**config.mk**
```make
export PLATFORM = sky130hd
export DESIGN_NAME = fen_board_loader
export DESIGN_NICKNAME = d
export VERILOG_FILES = /design/src/rtl/chess_pkg.sv /design/src/rtl/sat_count2.sv /design/src/rtl/fen_board_loader.sv
export SDC_FILE = /design/constraint.sdc
export NUM_CORES = 1
export LEC_CHECK = 0
export CORE_ASPECT_RATIO = 0.9
export CORE_MARGIN = 5
export CORE_UTILIZATION = 35
export DETAILED_ROUTE_END_ITERATION = 8
export DONT_BUFFER_PORTS = 1
export PLACE_DENSITY = 0.47
export SYNTH_ARGS = -nofsm -noshare
export SYNTH_HDL_FRONTEND = slang
export SYNTH_HIERARCHICAL = 1
export SYNTH_SLANG_ARGS = --single-unit
```
**constraint.sdc**
```tcl
create_clock -name clk -period 3.7 [get_ports clk]
set_input_delay 0.555 -clock clk [delete_from_list [all_inputs] [get_ports clk]]
set_output_delay 0.555 -clock clk [all_outputs]
set_load 0.1 [all_outputs]
```
**src/rtl/chess_pkg.sv**
```systemverilog
// chess_pkg: piece codes, FEN index mapping and loader state type shared by the chess front end.
package chess_pkg;
  localparam logic [2:0] EMPTY  = 3'd0;
  localparam logic [2:0] PAWN   = 3'd1;
  localparam logic [2:0] ROOK   = 3'd2;
  localparam logic [2:0] KNIGHT = 3'd3;
  localparam logic [2:0] BISHOP = 3'd4;
  localparam logic [2:0] QUEEN  = 3'd5;
  localparam logic [2:0] KING   = 3'd6;
  localparam int WHITE_BIT = 3;
  localparam logic [3:0] W_KING = {1'b1, KING};
  localparam logic [3:0] B_KING = {1'b0, KING};
  typedef enum logic [1:0] {S_IDLE, S_LOAD, S_HOLD} fbl_state_t;
  // FEN streams rank 8 first, so the rank field is mirrored
  function automatic logic [5:0] fen_idx_to_sq(input logic [5:0] idx);
    return {3'd7 - idx[5:3], idx[2:0]};
  endfunction
endpackage

```
**src/rtl/sat_count2.sv**
```systemverilog
// sat_count2: 2-bit saturating counter; clear wins but still counts the clearing beat.
module sat_count2 (
  input  logic       clk,
  input  logic       rst_n,
  input  logic       i_clr,
  input  logic       i_inc,
  output logic [1:0] o_cnt
);
  always_ff @(posedge clk or negedge rst_n)
    if (!rst_n) o_cnt <= 2'd0;
    else if (i_clr) o_cnt <= {1'b0, i_inc};
    else if (i_inc && o_cnt != 2'd3) o_cnt <= o_cnt + 2'd1;
endmodule

```
**src/rtl/fen_board_loader.sv**
```systemverilog
// fen_board_loader: assembles the FEN decoder square stream into a held 64-square board image
// with side state, king-count, gap-timeout and overrun checks.
module fen_board_loader import chess_pkg::*; #(
  parameter int GAP_TIMEOUT = 16
) (
  input  logic         clk,
  input  logic         rst_n,
  input  logic         in_valid,
  input  logic [3:0]   in_pdata,
  input  logic         in_turn,
  input  logic [3:0]   in_castle,
  input  logic [2:0]   in_ep,
  input  logic [15:0]  in_hmcount,
  input  logic [15:0]  in_fmcount,
  input  logic         board_ack,
  output logic         board_valid,
  output logic [255:0] board,
  output logic         o_turn,
  output logic [3:0]   o_castle,
  output logic [2:0]   o_ep,
  output logic [15:0]  o_hmcount,
  output logic [15:0]  o_fmcount,
  output logic         err_kings,
  output logic         err_short,
  output logic         err_overrun
);
  localparam int GW = $clog2(GAP_TIMEOUT + 1);
  fbl_state_t      r_state;
  logic [5:0]      r_idx;
  logic [GW-1:0]   r_gap;
  logic [1:0]      w_wk, w_bk;
  logic            w_start, w_wr;
  logic [5:0]      w_sq;
  assign w_start = r_state == S_IDLE && in_valid;
  assign w_wr    = w_start || (r_state == S_LOAD && in_valid);
  assign w_sq    = fen_idx_to_sq(r_idx);
  assign err_kings = board_valid && (w_wk != 2'd1 || w_bk != 2'd1);
  sat_count2 u_wk (.clk(clk), .rst_n(rst_n), .i_clr(w_start), .i_inc(w_wr && in_pdata == W_KING), .o_cnt(w_wk));
  sat_count2 u_bk (.clk(clk), .rst_n(rst_n), .i_clr(w_start), .i_inc(w_wr && in_pdata == B_KING), .o_cnt(w_bk));
  always_ff @(posedge clk or negedge rst_n) begin
    if (!rst_n) begin
      r_state     <= S_IDLE;
      r_idx       <= 6'd0;
      r_gap       <= '0;
      board       <= '0;
      board_valid <= 1'b0;
      o_turn      <= 1'b0;
      o_castle    <= 4'd0;
      o_ep        <= 3'd0;
      o_hmcount   <= 16'd0;
      o_fmcount   <= 16'd0;
      err_short   <= 1'b0;
      err_overrun <= 1'b0;
    end else begin
      err_short   <= 1'b0;
      err_overrun <= r_state == S_HOLD && in_valid;
      if (w_wr) board[{w_sq, 2'b00} +: 4] <= in_pdata;
      case (r_state)
        S_IDLE: if (in_valid) begin
          o_turn    <= in_turn;
          o_castle  <= in_castle;
          o_ep      <= in_ep;
          o_hmcount <= in_hmcount;
          o_fmcount <= in_fmcount;
          r_gap     <= '0;
          r_idx     <= 6'd1;
          r_state   <= S_LOAD;
        end
        S_LOAD: if (in_valid) begin
          r_gap <= '0;
          r_idx <= r_idx + 6'd1;
          if (r_idx == 6'd63) begin
            r_state     <= S_HOLD;
            board_valid <= 1'b1;
          end
        end else if (r_gap == GW'(GAP_TIMEOUT - 1)) begin
          err_short <= 1'b1;
          r_idx     <= 6'd0;
          r_state   <= S_IDLE;
        end else r_gap <= r_gap + 1'b1;
        S_HOLD: if (board_ack) begin
          board_valid <= 1'b0;
          r_state     <= S_IDLE;
        end
        default: r_state <= S_IDLE;
      endcase
    end
  end
endmodule

```
* Word level (Yosys, flattened, before mapping)
Index checks and enable logic that the tools add are counted.
** Cells by class
- Mux-type cells :: 26
- Add/subtract/negate cells :: 6
- Eq/ne operators :: 17
- Shift operators :: 2
- Reduce and logical (&&, ||, !) cells :: 20
** Operator list (number)
- $bwmux 256 :: 1
- $shift 4x10->256 const A :: 1
- $shiftx 4x10->256 :: 1
- $mux 2 :: 9
- $mux 6 :: 3
- $mux 5 :: 3
- $pmux 6 s2 :: 1
- $ne 2x2->1 const B :: 5
- $neg 8->10 :: 1
- $pmux 5 s2 :: 1
- $logic_and 1x1->1 :: 8
- $reduce_and 4->1 :: 2
- $reduce_bool 2->1 :: 4
- $add 6x1->6 const B :: 1
- $eq 6x6->1 const B :: 1
- $mux 1 :: 6
- $ne 2x1->1 const B :: 3
- $ne 3x2->1 const B :: 2
- $pmux 2 s3 :: 1
- $reduce_and 3->1 :: 2
- $add 5x1->5 const B :: 1
- $eq 5x4->1 const B :: 1
- $add 2x1->2 const B :: 2
- $eq 4x3->1 const B :: 1
- other kinds (9) :: 10
** Storage, ports and cells
- Output and inout bits :: 300
- Word-level logic and storage cells :: 85
- Flip-flop bits (word level) :: 316

* Longest topological paths before layout
- Depth in word-level cells :: 7
- Gate-level depth with buffers :: 11
- Gate-level depth less buffers :: 8

* Hierarchy
Netlist, hierarchy kept.
** Modules (own cells, without submodules)
- fen_board_loader :: instances 1, cells each 1000, seq. area each 7807.5 µm², area each 13030.0 µm²
- sat_count2 :: instances 2, cells each 10, seq. area each 50.0 µm², area each 120.1 µm²

* Least setup slack after synthesis
OpenSTA, ideal clock, no wires.
- Kind :: register -> output
- Start point :: register board_valid
- End point :: output port err_kings
- Arrival time :: 2373 ps
- Setup slack :: 772 ps
- Required time :: 3145 ps
- Path buffers :: 0
- Stages on the path, launching flop included :: 2
- Cells stage by stage :: dfrtp_1 > nor2b_1
** Between the ends
- Longest elaborated chain between the ends :: 1
** Ends and longest elaborated chain
- start, declared :: line fen_board_loader.sv:16 : output logic board_valid,
- start signal, assigned :: line fen_board_loader.sv:46 : board_valid <= 1'b0;
- start signal, assigned :: line fen_board_loader.sv:74 : board_valid <= 1'b1;
- start signal, assigned :: line fen_board_loader.sv:82 : board_valid <= 1'b0;
- $logic_and 1x1->1 :: line fen_board_loader.sv:37 : assign err_kings = board_valid && (w_wk != 2'd1 || w_bk != 2'd1);
- end, declared :: line fen_board_loader.sv:23 : output logic err_kings,
Every way passes these cells.

* Final worst setup path
- Start point :: register r_idx[1]
- End point :: register board[120]
** Between the ends
- Longest elaborated chain between the ends :: 3
** Ends and longest elaborated chain
- start, declared :: line fen_board_loader.sv:29 : logic [5:0] r_idx;
- start signal, assigned :: line fen_board_loader.sv:71 : r_idx <= r_idx + 6'd1;
- $neg 8->10 (*) :: line fen_board_loader.sv:57 : if (w_wr) board[{w_sq, 2'b00} +: 4] <= in_pdata;
- $shiftx 4x10->256 or $shift 4x10->256 (tied branches) :: line fen_board_loader.sv:57
- $bwmux 256 (*) :: line fen_board_loader.sv:57
- end signal, assigned by index :: line fen_board_loader.sv:57
- end, declared :: line fen_board_loader.sv:17 : output logic [255:0] board,
Every way passes the cells marked *; elsewhere a longest branch is shown, timed or not.
A chain may end at the register's enable or synchronous reset.

==> reports/qor.csv <==
stage,metric,value,unit
run_status,status,finished with violations,
run_status,failing checks,negative hold slack,
floorplan,initial core utilization,35.49,%
finish,Non-Filler Instances,1528,
logic_synthesis,most numerous cell in the Yosys netlist,dfrtp_1,
setup_path,Crit path required time,4.10,ns
global_routing,first-pass GRT wire length,57040,µm
timing,FMAX,319.7,MHz
floorplan,die area,41910,µm²
timing,Sum Neg Setup Slack,0,ns
clock_network,CTS tree,done,
timing,fin. max-slew vios,0,
global_routing,met1 Use GR,23.25,%
global_routing,initial antenna violation count,2,
placed_design,Placed Cells incl. Taps,1465,
finish,Util after Layout,40.01,%
routing,WL final,37520,µm
routing,post-DR vias/cell,5.289,
logic_synthesis,Synth cell types,68,
setup_path,Setup crit end kind,flop,
routing,Iter 0 DRT Violations,509,
pwr,Sequential Power Share,62.2,%
floorplan,DIE HEIGHT,194.7,µm
timing,Hold WS,-0.2648,ns
floorplan,FP Rows,67,
pwr,PD cells,1023,nW/µm²
clock_network,number of CTS-inserted buffers,36,
timing,RSZ-0062 raised after global routing,no,
clock_network,"CTS clk-pin slew, worst paths",0.06,ns
placed_design,Routability Congestion,0.7314,
clock_network,Worst-Skew Late Latency,0.51,ns
pwr,VDD IR-drop max,0.6114,mV
timing,Final Hold Vio Count,316,
logic_synthesis,share of the synthesized area in the top cell type,59.59,%
setup_path,reg2reg end,board[120]$_DFFE_PN0P_,
logic_synthesis,Post-synth ARST share,100.0,%
timing,slew of the pin with the lowest slew margin,1.028,ns
logic_synthesis,number of synthesized register bits,316,
floorplan,Core ar.,37390,µm²
logic_synthesis,"EDFF count, synth",0,
pwr,clock share of power,23.6,%
floorplan,# IOs,348,
pwr,leakage,0.006818,µW
logic_synthesis,area of the mapped netlist,13270,µm²
setup_path,Crit path arrival time,3.53,ns
job,max cap viols,0,
placed_design,Port Buf Inserts,0,
finish,number of fill cells in the layout,3558,
placed_design,HPWL Detailed,25660,µm
setup_path,R2R cell count,7,
routing,Routed WL per cell,24.56,µm
pwr,power share of the combinational group,14.2,%
setup_path,Setup CP Type,flop to flop,
setup_path,CP max FO,12,
pwr,Internal Power,7152,µW
logic_synthesis,Synth area leader,dfrtp_1,
routing,Final ANT Viol Nets,0,
floorplan,Chip Width,215.3,µm
global_routing,vias in the first global route,8269,
global_routing,M2 GR Usage,27.07,%
pwr,Sw Pwr,8144,µW
hold_path,Worst Hold Class,input pin to async pin,
routing,DR vias,8081,
timing,worst rel slew slack,31.41,%
logic_synthesis,Synth Net Count,1076,
global_routing,routing usage on met3,6.798,%
logic_synthesis,Syn Area/Cell,13.01,µm²
timing,clock skew,0.01057,ns
setup_path,Critical Path Sink,board[120]$_DFFE_PN0P_,
global_routing,"Remaining Overflow, GRT",0,
routing,DRC violations left,0,
global_routing,GRT Max-Usage Layer,met2,
logic_synthesis,Main synth FF type,dfrtp_1,
pwr,final total power,15300,µW
logic_synthesis,Synth warnings,6,
clock_network,clock root buffer,clkbuf_16,
routing,TritonRoute pass-1 iters,5,
setup_path,R2R setup slack,0.57,ns
setup_path,CP Launch Type,flop,
logic_synthesis,"top cells by area, synth","dfrtp_1 (60%), mux2_2 (18%), o21ai_0 (3.4%)",
finish,area taken by multi-input logic gates,5102,µm²
setup_path,Critical Path Source,r_idx[1]$_DFFE_PN0P_,
logic_synthesis,synth cell count leaders,"dfrtp_1 (316), mux2_2 (213), nand2_1 (95)",
finish,Seq. cell area,7908,µm²
pwr,Sw Share,53.24,%
global_routing,pin count of the biggest net entering global routing,317,
logic_synthesis,post-synthesis sequential area ratio,59.59,%
timing,fin crit period,3.128,ns
clock_network,# clock sinks,316,
setup_path,worst r2r src,r_idx[1]$_DFFE_PN0P_,
timing,setup violators final,0,
logic_synthesis,cells after synthesis,1020,
clock_network,cts repair resizes,0,
finish,"Area growth, synth to finish",12.72,%
finish,Layout Nets,1076,
clock_network,Post-CTS Setup Inserts,0,
clock_network,Max Buffers Root-to-Sink,3,
finish,share of cells above drive strength 1,31.61,%
timing,Tcrit/Tclk final,84.53,%
clock_network,H-Tree Level Count,2,
global_routing,Total Routing Usage GR,17.46,%
==> registers in the layout, summed over array words and instances, names as in the netlist <==
signal and flops:
board 256, o_fmcount 16, o_hmcount 16, r_idx 6, r_gap 5, o_castle 4
o_ep 3, r_state 2, u_bk/o_cnt 2, u_wk/o_cnt 2, board_valid 1, err_overrun 1
err_short 1, o_turn 1
==> metrics by stage <==
| step | cell area (µm²) | hold slack, ns | setup slack (ns) |
|---|---|---|---|
| 2_1_floorplan | 13270 | 0.2594 | 0.7724 |
| 3_3_place_gp | 13760 | 0.2682 | 0.6726 |
| 3_5_place_dp | 13760 | 0.2707 | 0.5726 |
| 4_1_cts | 14960 | -0.2894 | 0.5606 |
| 5_1_grt | 14960 | -0.2896 | 0.3282 |
| 6_report | 14960 | -0.2648 | 0.5724 |
==> critical path, stage by stage, from the launching register on <==
cell	delay, ns
dfrtp_1	0.59
inv_1	0.15
ha_1	0.31
xor2_1	0.50
nand3_1	0.26
or3_1	0.51
and2b_1	0.33
mux2_2	0.35
==> cells in the final DEF (no fill, tap or decap), drive strengths merged, types with 10 or more instances in the layout <==
cell type / synthesis / layout
dfrtp: 316 / 316
mux2: 221 / 221
nand2: 98 / 98
o21ai: 94 / 94
clkbuf: 31 / 55
nor2: 51 / 51
nand3: 17 / 17
buf: 23 / 16
o31ai: 13 / 13
o41ai: 12 / 12
nand4: 10 / 10
==> cell type report <==
class                   count  share of cell area [%]
flip-flops and latches    316                   52.86
multi-input cells         642                   34.11
clock buffers              55                   7.177
well taps                 483                   4.040
repair buffers             16                  0.8030
clock inverters             7                  0.7863
inverters                   8                  0.2008
diodes                      1                 0.01673
==> power by group through the flow <==
stage                     Clock (µW)  Combinational, µW  Sequential (µW)
after floorplan                    0               1790             9210
after global placement             0               2160             9610
after detailed placement           0               2200             9600
after CTS                       3740               2200             9540
after global routing            3880               2390             9610
final                           3610               2170             9510
==> cell families (layout without fill, tap and decap cells) <==
logic type               Yosys count  in the layout  synth area share, %
XOR/XNOR                          11             11               0.7826
multiplexers                     225            225                19.28
adder cells (fa/ha/maj)            8              8               0.7543
AO/OA/AOI/OAI                    149            149                7.043
AND/OR/NAND/NOR                  249            249                10.39
other                              0              1                    0
buffers and inverters             62             86                2.159
flip-flops                       316            316                59.59
==> worst min path at each step <==
stage / end / slack (ns) / depth (start not counted)
2_1_floorplan: board[0]$_DFFE_PN0P_ / 0.26 / 0
3_3_place_gp: board[84]$_DFFE_PN0P_ / 0.27 / 0
3_5_place_dp: board[84]$_DFFE_PN0P_ / 0.27 / 0
4_1_cts: board[190]$_DFFE_PN0P_ / -0.29 / 0
5_1_grt: board[85]$_DFFE_PN0P_ / -0.29 / 0
6_report: board[85]$_DFFE_PN0P_ / -0.26 / 0
==> metal layers <==
metal | vias up | wire length [µm]
li1 | 3633 | -
met1 | 4141 | 15970
met2 | 260 | 17320
met3 | 47 | 3584
met4 | 0 | 649
met5 | - | 0
(Power assumes the default switching activity.)
